==> config.mk <==
export PLATFORM = sky130hd
export DESIGN_NAME = issue_queue
export DESIGN_NICKNAME = d
export VERILOG_FILES = /design/src/rtl/issue_queue.sv
export SDC_FILE = /design/constraint.sdc
export NUM_CORES = 2
export LEC_CHECK = 0
export ABC_CLOCK_PERIOD_IN_PS = 3900
export CORE_MARGIN = 2
export CORE_UTILIZATION = 50
export DETAILED_ROUTE_END_ITERATION = 12
export GPL_TIMING_DRIVEN = 0
export MAX_ROUTING_LAYER = met4
export PLACE_DENSITY = 0.67
export SLEW_MARGIN = 20
export SYNTH_ARGS = -nofsm -noshare
export SYNTH_HDL_FRONTEND = slang
export SYNTH_SLANG_ARGS = --single-unit
export TNS_END_PERCENT = 50
==> constraint.sdc <==
create_clock -name clk -period 3.9 [get_ports clk]
set_input_delay 0.39 -clock clk [delete_from_list [all_inputs] [get_ports clk]]
set_output_delay 0.39 -clock clk [all_outputs]
set_load 0.02 [all_outputs]
==> src/rtl/issue_queue.sv <==
// Purpose : out-of-order issue queue; tag wakeup with dispatch bypass, oldest-first select via age matrix.
// Latency : dispatch→selectable next cycle (if ready); wakeup at edge N→selectable cycle N+1; select is combinational.
// Backpressure: disp_ready=0 when all entries valid; a selected entry is held until iss_ready; flush/reset drop everything.
// Ports   : clk/rst_n; disp_* dispatch handshake + operands; wk_tag/wk_valid wakeup buses;
//           iss_* issue handshake + operands; flush; ciq_count occupancy.
module issue_queue #(
  parameter int ISSUE_NUM = 4,
  parameter int PRF_WIDTH = 6,
  parameter int CIQ_DEPTH = 16,
  parameter int PAYLOAD_W = 32
) (
  input  logic                           clk,
  input  logic                           rst_n,
  input  logic                           disp_valid,
  output logic                           disp_ready,
  input  logic [PRF_WIDTH-1:0]           disp_prs1,
  input  logic [PRF_WIDTH-1:0]           disp_prs2,
  input  logic                           disp_prs1_rdy,
  input  logic                           disp_prs2_rdy,
  input  logic [PRF_WIDTH-1:0]           disp_prd,
  input  logic                           disp_prd_v,
  input  logic [PAYLOAD_W-1:0]           disp_payload,
  input  logic [ISSUE_NUM*PRF_WIDTH-1:0] wk_tag,
  input  logic [ISSUE_NUM-1:0]           wk_valid,
  output logic                           iss_valid,
  input  logic                           iss_ready,
  output logic [PRF_WIDTH-1:0]           iss_prs1,
  output logic [PRF_WIDTH-1:0]           iss_prs2,
  output logic [PRF_WIDTH-1:0]           iss_prd,
  output logic                           iss_prd_v,
  output logic [PAYLOAD_W-1:0]           iss_payload,
  input  logic                           flush,
  output logic [$clog2(CIQ_DEPTH):0]     ciq_count
);

  localparam int CNT_W = $clog2(CIQ_DEPTH) + 1;

  logic [CIQ_DEPTH-1:0] valid, rdy1, rdy2, prd_v_q;
  logic [PRF_WIDTH-1:0] prs1_q [CIQ_DEPTH];
  logic [PRF_WIDTH-1:0] prs2_q [CIQ_DEPTH];
  logic [PRF_WIDTH-1:0] prd_q  [CIQ_DEPTH];
  logic [PAYLOAD_W-1:0] pay_q  [CIQ_DEPTH];
  // age[i][j]=1 means entry j is older than entry i
  logic [CIQ_DEPTH-1:0] age    [CIQ_DEPTH];

  logic [CIQ_DEPTH-1:0] eligible, sel, alloc_oh, hit1, hit2;
  logic                 disp_hit1, disp_hit2, found, disp_fire, iss_fire;

  function automatic logic tag_hit(input logic [PRF_WIDTH-1:0] t,
                                   input logic [ISSUE_NUM-1:0] v,
                                   input logic [ISSUE_NUM*PRF_WIDTH-1:0] tags);
    logic h;
    h = 1'b0;
    for (int j = 0; j < ISSUE_NUM; j++) begin
      if (v[j] && (tags[j*PRF_WIDTH +: PRF_WIDTH] == t)) h = 1'b1;
    end
    return h;
  endfunction

  always_comb begin
    disp_hit1 = tag_hit(disp_prs1, wk_valid, wk_tag);
    disp_hit2 = tag_hit(disp_prs2, wk_valid, wk_tag);
    eligible  = valid & rdy1 & rdy2;
    alloc_oh  = '0;
    found     = 1'b0;
    for (int i = 0; i < CIQ_DEPTH; i++) begin
      hit1[i] = tag_hit(prs1_q[i], wk_valid, wk_tag);
      hit2[i] = tag_hit(prs2_q[i], wk_valid, wk_tag);
      // an eligible entry wins only if no other eligible entry is older
      sel[i]  = eligible[i] & ~|(age[i] & eligible);
      if (!valid[i] && !found) begin
        alloc_oh[i] = 1'b1;
        found       = 1'b1;
      end
    end
  end

  always_comb begin
    iss_prs1    = '0;
    iss_prs2    = '0;
    iss_prd     = '0;
    iss_prd_v   = 1'b0;
    iss_payload = '0;
    // AND-OR mux: outputs are naturally zero when nothing is selected
    for (int i = 0; i < CIQ_DEPTH; i++) begin
      if (sel[i]) begin
        iss_prs1    = iss_prs1 | prs1_q[i];
        iss_prs2    = iss_prs2 | prs2_q[i];
        iss_prd     = iss_prd | prd_q[i];
        iss_prd_v   = iss_prd_v | prd_v_q[i];
        iss_payload = iss_payload | pay_q[i];
      end
    end
  end

  assign iss_valid  = |sel;
  assign disp_ready = ~&valid;
  assign disp_fire  = disp_valid & disp_ready;
  assign iss_fire   = iss_valid & iss_ready;

  always_ff @(posedge clk or negedge rst_n) begin
    if (!rst_n) begin
      valid     <= '0;
      rdy1      <= '0;
      rdy2      <= '0;
      prd_v_q   <= '0;
      ciq_count <= '0;
      for (int i = 0; i < CIQ_DEPTH; i++) begin
        prs1_q[i] <= '0;
        prs2_q[i] <= '0;
        prd_q[i]  <= '0;
        pay_q[i]  <= '0;
        age[i]    <= '0;
      end
    end else if (flush) begin
      valid     <= '0;
      rdy1      <= '0;
      rdy2      <= '0;
      ciq_count <= '0;
      for (int i = 0; i < CIQ_DEPTH; i++) age[i] <= '0;
    end else begin
      for (int i = 0; i < CIQ_DEPTH; i++) begin
        if (valid[i]) begin
          if (hit1[i]) rdy1[i] <= 1'b1;
          if (hit2[i]) rdy2[i] <= 1'b1;
        end
        if (iss_fire && sel[i]) valid[i] <= 1'b0;
        if (disp_fire) begin
          if (alloc_oh[i]) begin
            valid[i]   <= 1'b1;
            prs1_q[i]  <= disp_prs1;
            prs2_q[i]  <= disp_prs2;
            rdy1[i]    <= disp_prs1_rdy | disp_hit1;
            rdy2[i]    <= disp_prs2_rdy | disp_hit2;
            prd_q[i]   <= disp_prd;
            prd_v_q[i] <= disp_prd_v;
            pay_q[i]   <= disp_payload;
            // everything currently valid is older than the newcomer
            age[i]     <= valid;
          end else begin
            age[i]     <= age[i] & ~alloc_oh;
          end
        end
      end
      ciq_count <= ciq_count + CNT_W'(disp_fire) - CNT_W'(iss_fire);
    end
  end

endmodule

* Word-level counts from Yosys, hierarchy flattened
Index checks and enable logic that the tools add are counted.
** Storage, ports and cells
- Register bits after elaboration :: 1125
- Input port bits :: 86
- Output and inout bits :: 58
** Cells by class
- $add $sub $neg :: 2
- Equal/unequal tests :: 136
- Mux-type cells :: 459
- Bitwise gates (word level) :: 132
- Reduce and logical (&&, ||, !) cells :: 248
** Operator list (count)
- == test 6 bit :: 136
- two-way mux 16 bit :: 35
- bitwise AND 16 bit :: 34
- two-way mux 32 bit :: 16
- OR 32 bit :: 15
- two-way mux 1 bit :: 358
- two-way mux 6 bit :: 48
- OR reduction 16 bit :: 17
- OR 6 bit :: 45
- two-way mux 256 bit :: 1
- logical AND 1 bit :: 167
- AND reduction 3 bit :: 16
- zero test 1 bit :: 46
- bitwise AND 1 bit :: 18
- OR 1 bit :: 17
- NOT 16 bit :: 1
- AND reduction 16 bit :: 1
- adder 5 x 1 -> 5 bit :: 1
- two-way mux 5 bit :: 1
- subtractor 5 x 1 -> 5 bit :: 1
- NOT 1 bit :: 2
- nonzero test 2 bit :: 1

* Longest topological paths before layout
- Depth after elaboration :: 50
- Depth in mapped cells :: 17
- Gate-level depth less buffers :: 14

* Least setup slack after synthesis
No wires, ideal clock.
- Kind :: register to register
- From :: register valid[7]
- To :: register ciq_count[4]
- Library setup time :: 0.132 ns
- Arrival :: 3.603 ns
- Data required time :: 3.768 ns
- Path slack :: 0.165 ns
- Stages on the path, launching flop included :: 18
- Period minus slack after synthesis :: 3.735 ns
- Cell sequence :: dfrtp_1 -> clkbuf_1 -> buf_1 -> nand4_1 -> nand4_1 -> nor4_1 -> clkbuf_1 -> nor4_1 -> nand4_1 -> and2_1 -> ha_1 -> inv_1 -> ha_1 -> fa_1 -> a21o_1 -> a21oi_1 -> xnor2_1 -> nor2_1
** On the way
- Word-level cells in the longest chain between the ends :: 10
- Elaborated cells on any way between the ends :: 74
- Classes of those cells :: 2 x add/sub; 1 x mux; 36 x bitwise; 35 x reduce/logical
** RTL lines
- start: declaration :: RTL line 38 : logic [CIQ_DEPTH-1:0] valid, rdy1, rdy2, prd_v_q;
- start signal: assignment :: RTL line 103 : valid <= '0;
- start signal: assignment :: RTL line 116 : valid <= '0;
- start signal: indexed assignment :: RTL line 127 : if (iss_fire && sel[i]) valid[i] <= 1'b0;
- bitwise AND 16 bit (*) (2 in a row) :: RTL line 63 : eligible = valid & rdy1 & rdy2;
- bitwise AND 16 bit :: RTL line 70 : sel[i] = eligible[i] & ~|(age[i] & eligible);
- OR reduction 16 bit :: RTL line 70
- zero test 1 bit :: RTL line 70
- bitwise AND 1 bit :: RTL line 70
- OR reduction 16 bit (*) :: RTL line 96 : assign iss_valid = |sel;
- named net iss_valid :: RTL line 25 : output logic iss_valid,
- bitwise AND 1 bit (*) :: RTL line 99 : assign iss_fire = iss_valid & iss_ready;
- subtractor 5 x 1 -> 5 bit (*) :: RTL line 145 : ciq_count <= ciq_count + CNT_W'(disp_fire) - CNT_W'(iss_fire);
- two-way mux 5 bit (*) :: RTL line 115 : end else if (flush) begin
- end signal: assignment :: RTL line 145
- end: declaration :: RTL line 33 : output logic [$clog2(CIQ_DEPTH):0] ciq_count
Mark *: on every way through the listed nets, which the timed path passes. The rest lies on a longest branch.
A chain may end at the register's enable or synchronous reset.

* Worst setup path in the final report
- From :: register rdy1[14]
- To :: output port iss_prs2[3]
** On the way
- Word-level cells in the longest chain between the ends :: 37
- Elaborated cells on any way between the ends :: 97
- Classes of those cells :: 16 x mux; 49 x bitwise; 32 x reduce/logical
** RTL lines
- start: declaration :: RTL line 38
- start signal: indexed assignment :: RTL line 133 : rdy1[i] <= disp_prs1_rdy | disp_hit1;
- bitwise AND 16 bit (*) (2 in a row) :: RTL line 63
- bitwise AND 16 bit :: RTL line 70
- OR reduction 16 bit :: RTL line 70
- zero test 1 bit :: RTL line 70
- bitwise AND 1 bit :: RTL line 70
- two-way mux 6 bit :: RTL line 86 : if (sel[i]) begin
- OR 6 bit :: RTL line 88 : iss_prs2 = iss_prs2 | prs2_q[i];
- two-way mux 6 bit :: RTL line 86
- (+20 left out)
- OR 6 bit :: RTL line 88
- two-way mux 6 bit :: RTL line 86
- OR 6 bit :: RTL line 88
- two-way mux 6 bit :: RTL line 86
- OR 6 bit :: RTL line 88
- two-way mux 6 bit :: RTL line 86
- OR 6 bit :: RTL line 88
- two-way mux 6 bit (*) :: RTL line 86
- end: declaration :: RTL line 28 : output logic [PRF_WIDTH-1:0] iss_prs2,
Mark *: on every way between the ends. The rest lies on a longest branch, timed or not.

==> results.yml <==
outcome:
  status: "finished, violations left"
  violations: "setup timing"
power_and_ir_drop:
  p_leak_nw: 32.98
  vdd_drop_max_uv: 560.3
  p_total_w: 0.02883
  p_per_area_nw_per_um2: 386.8
critical_path:
  reg2reg_from: "rdy1[6]"
  worstSetupPathType: "reg -> out"
  worst-r2r-setup-slack_ps: -200
  crit_fanout: 10
  critPathArrivalTime_ps: 4050
  r2r_end: "ciq_count[4]"
  start_kind: "flop"
  end_kind: "output port"
  rr_worst_depth: 20
  crit_required_ps: 3510
cts:
  cts.clk_slew.worst_paths_ps: 60
  h-tree-depth: 4
  cts_sinks: 1125
  cts_tree: "built"
  clk-insertion-delay-late_ps: 830
  cts_buffer_depth: 3
  cts-root-buf: "clkbuf_16"
  cts-buffers-inserted: 130
timing:
  fin_skew_ps: 46.67
  hold_ws_ps: 139.9
  setup_viol: 165
  tightest_slew_ps: 1306
  finalCritPeriodShare: 1.140
  fin_crit_ps: 4445
  rsz0062_at_grt: "yes"
  drv_slew: 0
  hold_viol: 0
  post-route-worst-setup-slack_ps: -544.5
  max_slew_margin: 0.1177
  fin_tns_setup_ps: -17440
  fmax_mhz: 225.0
synth:
  synth-adder-area-share: 0.001367
  async_reset_ff_frac: 1.000
  synth_ff_type: "dfrtp_1"
  syn_area_um2: 60390
  yosysWarningCount: 0
  synth_compound_area_frac: 0.1093
  ys_types: 53
  syn_avg_cell_area_um2: 11.00
  ys_ff_latch: 1125
  synth_top_family_by_area: "multiplexers"
  synth_edf_count: 0
  seq_area_frac_synth: 0.4661
  synthMuxAreaShare: 0.1521
  synthSimpleGateAreaFrac: 0.1015
  synth_nets: 5580
  synthCells: 5488
  synth-xor-area-share: 0.1189
place:
  place_worst_setup_slack_ps: -2014
  gp_congestion: 1.109
  dp_hpwl_um: 210800
  io_buffer_count: 114
grt:
  overflow: 0
  grt_pass1_wl_um: 419200
  grt_pass1_vias: 50768
  grt_util_all_layers: 0.5095
  antenna_found_initial: 20
  grt_max_degree: 147
drt:
  routedWlPerCell_um: 40.60
  ant_nets: 0
  route.detailed.drc: 0
  drt-pass1-iter-count: 8
  wl_um: 312600
  via_per_inst: 7.035
  drt_iter0_drc: 8554
  num_vias: 54164
die:
  fp.dieW_um: 351.5
  coreArea_um2: 119800
  start_util: 0.5041
  fp.dieH_um: 351.5
  row_count: 127
  io_pins: 144
  die_area_um2: 123600
min_path:
  hold_class: "in -> async"
job:
  maxCapViolCount: 0
finish:
  drive_above_1_share: 0.2954
  fillers: 9697
  area_delta_synth_final_pct: 23.40
  fin_nets: 6045
-- critical path: stages (launching register included) --
cell and delay [ps]:
dfrtp_2 450, clkbuf_16 190, nand4_1 340, nand4_1 310, nor4_4 60, buf_4 170, buf_8 140, clkbuf_16 200
a22o_1 290, a221oi_4 240, nand4_1 480, buf_6 310
-- stage by stage --
stage               utilization  cell area, um2  cells
floorplan                     -           60390   5488
global placement         0.5304           63550   7214
detailed placement       0.5395           64640   7259
CTS                      0.6115           73270   7616
global route             0.6218           74500   7690
finish                   0.6220           74520   7699
-- where the power goes --
| group | internal (W) | switching (W) | total (W) |
|---|---|---|---|
| combinational | 0.00117 | 0.00212 | 0.00329 |
| sequential | 0.0122 | 0.000293 | 0.0125 |
| clock | 0.00746 | 0.00562 | 0.0131 |
-- flip-flops by register name, indices dropped and copies added (netlist names), 16 cells and up --
| signal | cells |
|---|---|
| pay_q | 512 |
| age | 256 |
| prd_q | 96 |
| prs1_q | 96 |
| prs2_q | 96 |
| prd_v_q | 16 |
| rdy1 | 16 |
| rdy2 | 16 |
| valid | 16 |
-- how the worst max path moves through the flow --
stage / from / to / depth (start not counted)
6_report: rdy1[14] / iss_prs2[3] / 11
5_1_grt: rdy2[15] / iss_prs1[5] / 11
4_1_cts: rdy2[14] / iss_prs2[3] / 11
3_5_place_dp: rdy1[0] / iss_prs2[3] / 11
3_3_place_gp: rst_n / age[173] / 1
2_1_floorplan: valid[7] / ciq_count[4] / 17
-- layer usage --
metal | track usage | part of all wire | vias to the layer above
li1 | - | - | 20953
met1 | 0.6373 | 0.37 | 27711
met2 | 0.6847 | 0.41 | 4300
met3 | 0.1939 | 0.14 | 1200
met4 | 0.3289 | 0.080 | 0
met5 | - | 0 | -
-- kinds of logic after synthesis --
| group | Yosys count |
|---|---|
| AOI/OAI and AO/OA | 901 |
| xor gates and xnor gates | 820 |
| adders and majority gates | 6 |
| buffers and inverters | 753 |
| DFF | 1125 |
| muxes | 816 |
| and+or+nand+nor | 1067 |
-- layout make-up --
type                            count  area [um2]  area share
Antenna cell                       31       77.57    0.001041
Buffer                            704        4746     0.06368
Clock buffer                      188        3782     0.05075
Clock inverter                     47       732.0    0.009822
Inverter                           16       60.06   0.0008059
Multi-Input combinational cell   3610       30750      0.4126
Sequential cell                  1125       28190      0.3783
Tap cell                         1612        2017     0.02706
Timing Repair Buffer              366        4168     0.05592
-- placed cells by master (no fill, tap or decap), types with 122 or more instances in the layout --
cell	count
mux2_1	127
xnor2_1	405
dfrtp_1	1094
nand4_1	493
a21oi_1	122
nor2_1	208
buf_1	132
clkbuf_1	269
buf_4	168
buf_2	147
o21ai_0	178
mux2_2	689
a22o_1	196
xor2_1	414
nor4_1	138
clkbuf_16	179
-- synthesized netlist by cell type (5+ instances only) --
library cell | number | share of area
nor3_1 | 34 | 0.0028
nand2_1 | 91 | 0.0057
a21o_1 | 21 | 0.0026
a311oi_1 | 8 | 0.0012
or4_1 | 9 | 0.0011
o41ai_1 | 25 | 0.0036
mux2_1 | 127 | 0.024
nor4_1 | 142 | 0.015
and4b_1 | 16 | 0.0027
o21ai_1 | 5 | 0.00041
a221oi_1 | 204 | 0.030
o21a_1 | 47 | 0.0058
a21oi_1 | 124 | 0.010
o21ai_0 | 178 | 0.015
a22o_1 | 206 | 0.030
mux2_2 | 689 | 0.13
buf_1 | 165 | 0.010
clkbuf_1 | 406 | 0.025
and3_1 | 16 | 0.0017
and2_1 | 11 | 0.0011
a211oi_1 | 27 | 0.0034
a31o_2 | 14 | 0.0020
ha_1 | 5 | 0.0010
buf_2 | 154 | 0.013
nand4_1 | 493 | 0.051
a22oi_1 | 31 | 0.0039
buf_4 | 9 | 0.0011
inv_1 | 14 | 0.00087
xor2_1 | 414 | 0.060
xnor2_1 | 406 | 0.059
nor2_1 | 213 | 0.013
nor4_2 | 16 | 0.0033
dfrtp_1 | 1125 | 0.47
nor3_2 | 7 | 0.0012
-- what timing repair did --
action	CTS	global route
buffers inserted	141	58
setup endpoints to repair	530	230
endpoints found under the hold margin	168	0
hold buffers	1	0
resized for setup	905	143
gates cloned	12	7
pin swaps	133	101
Note: power is estimated with default switching activity, not from simulation.
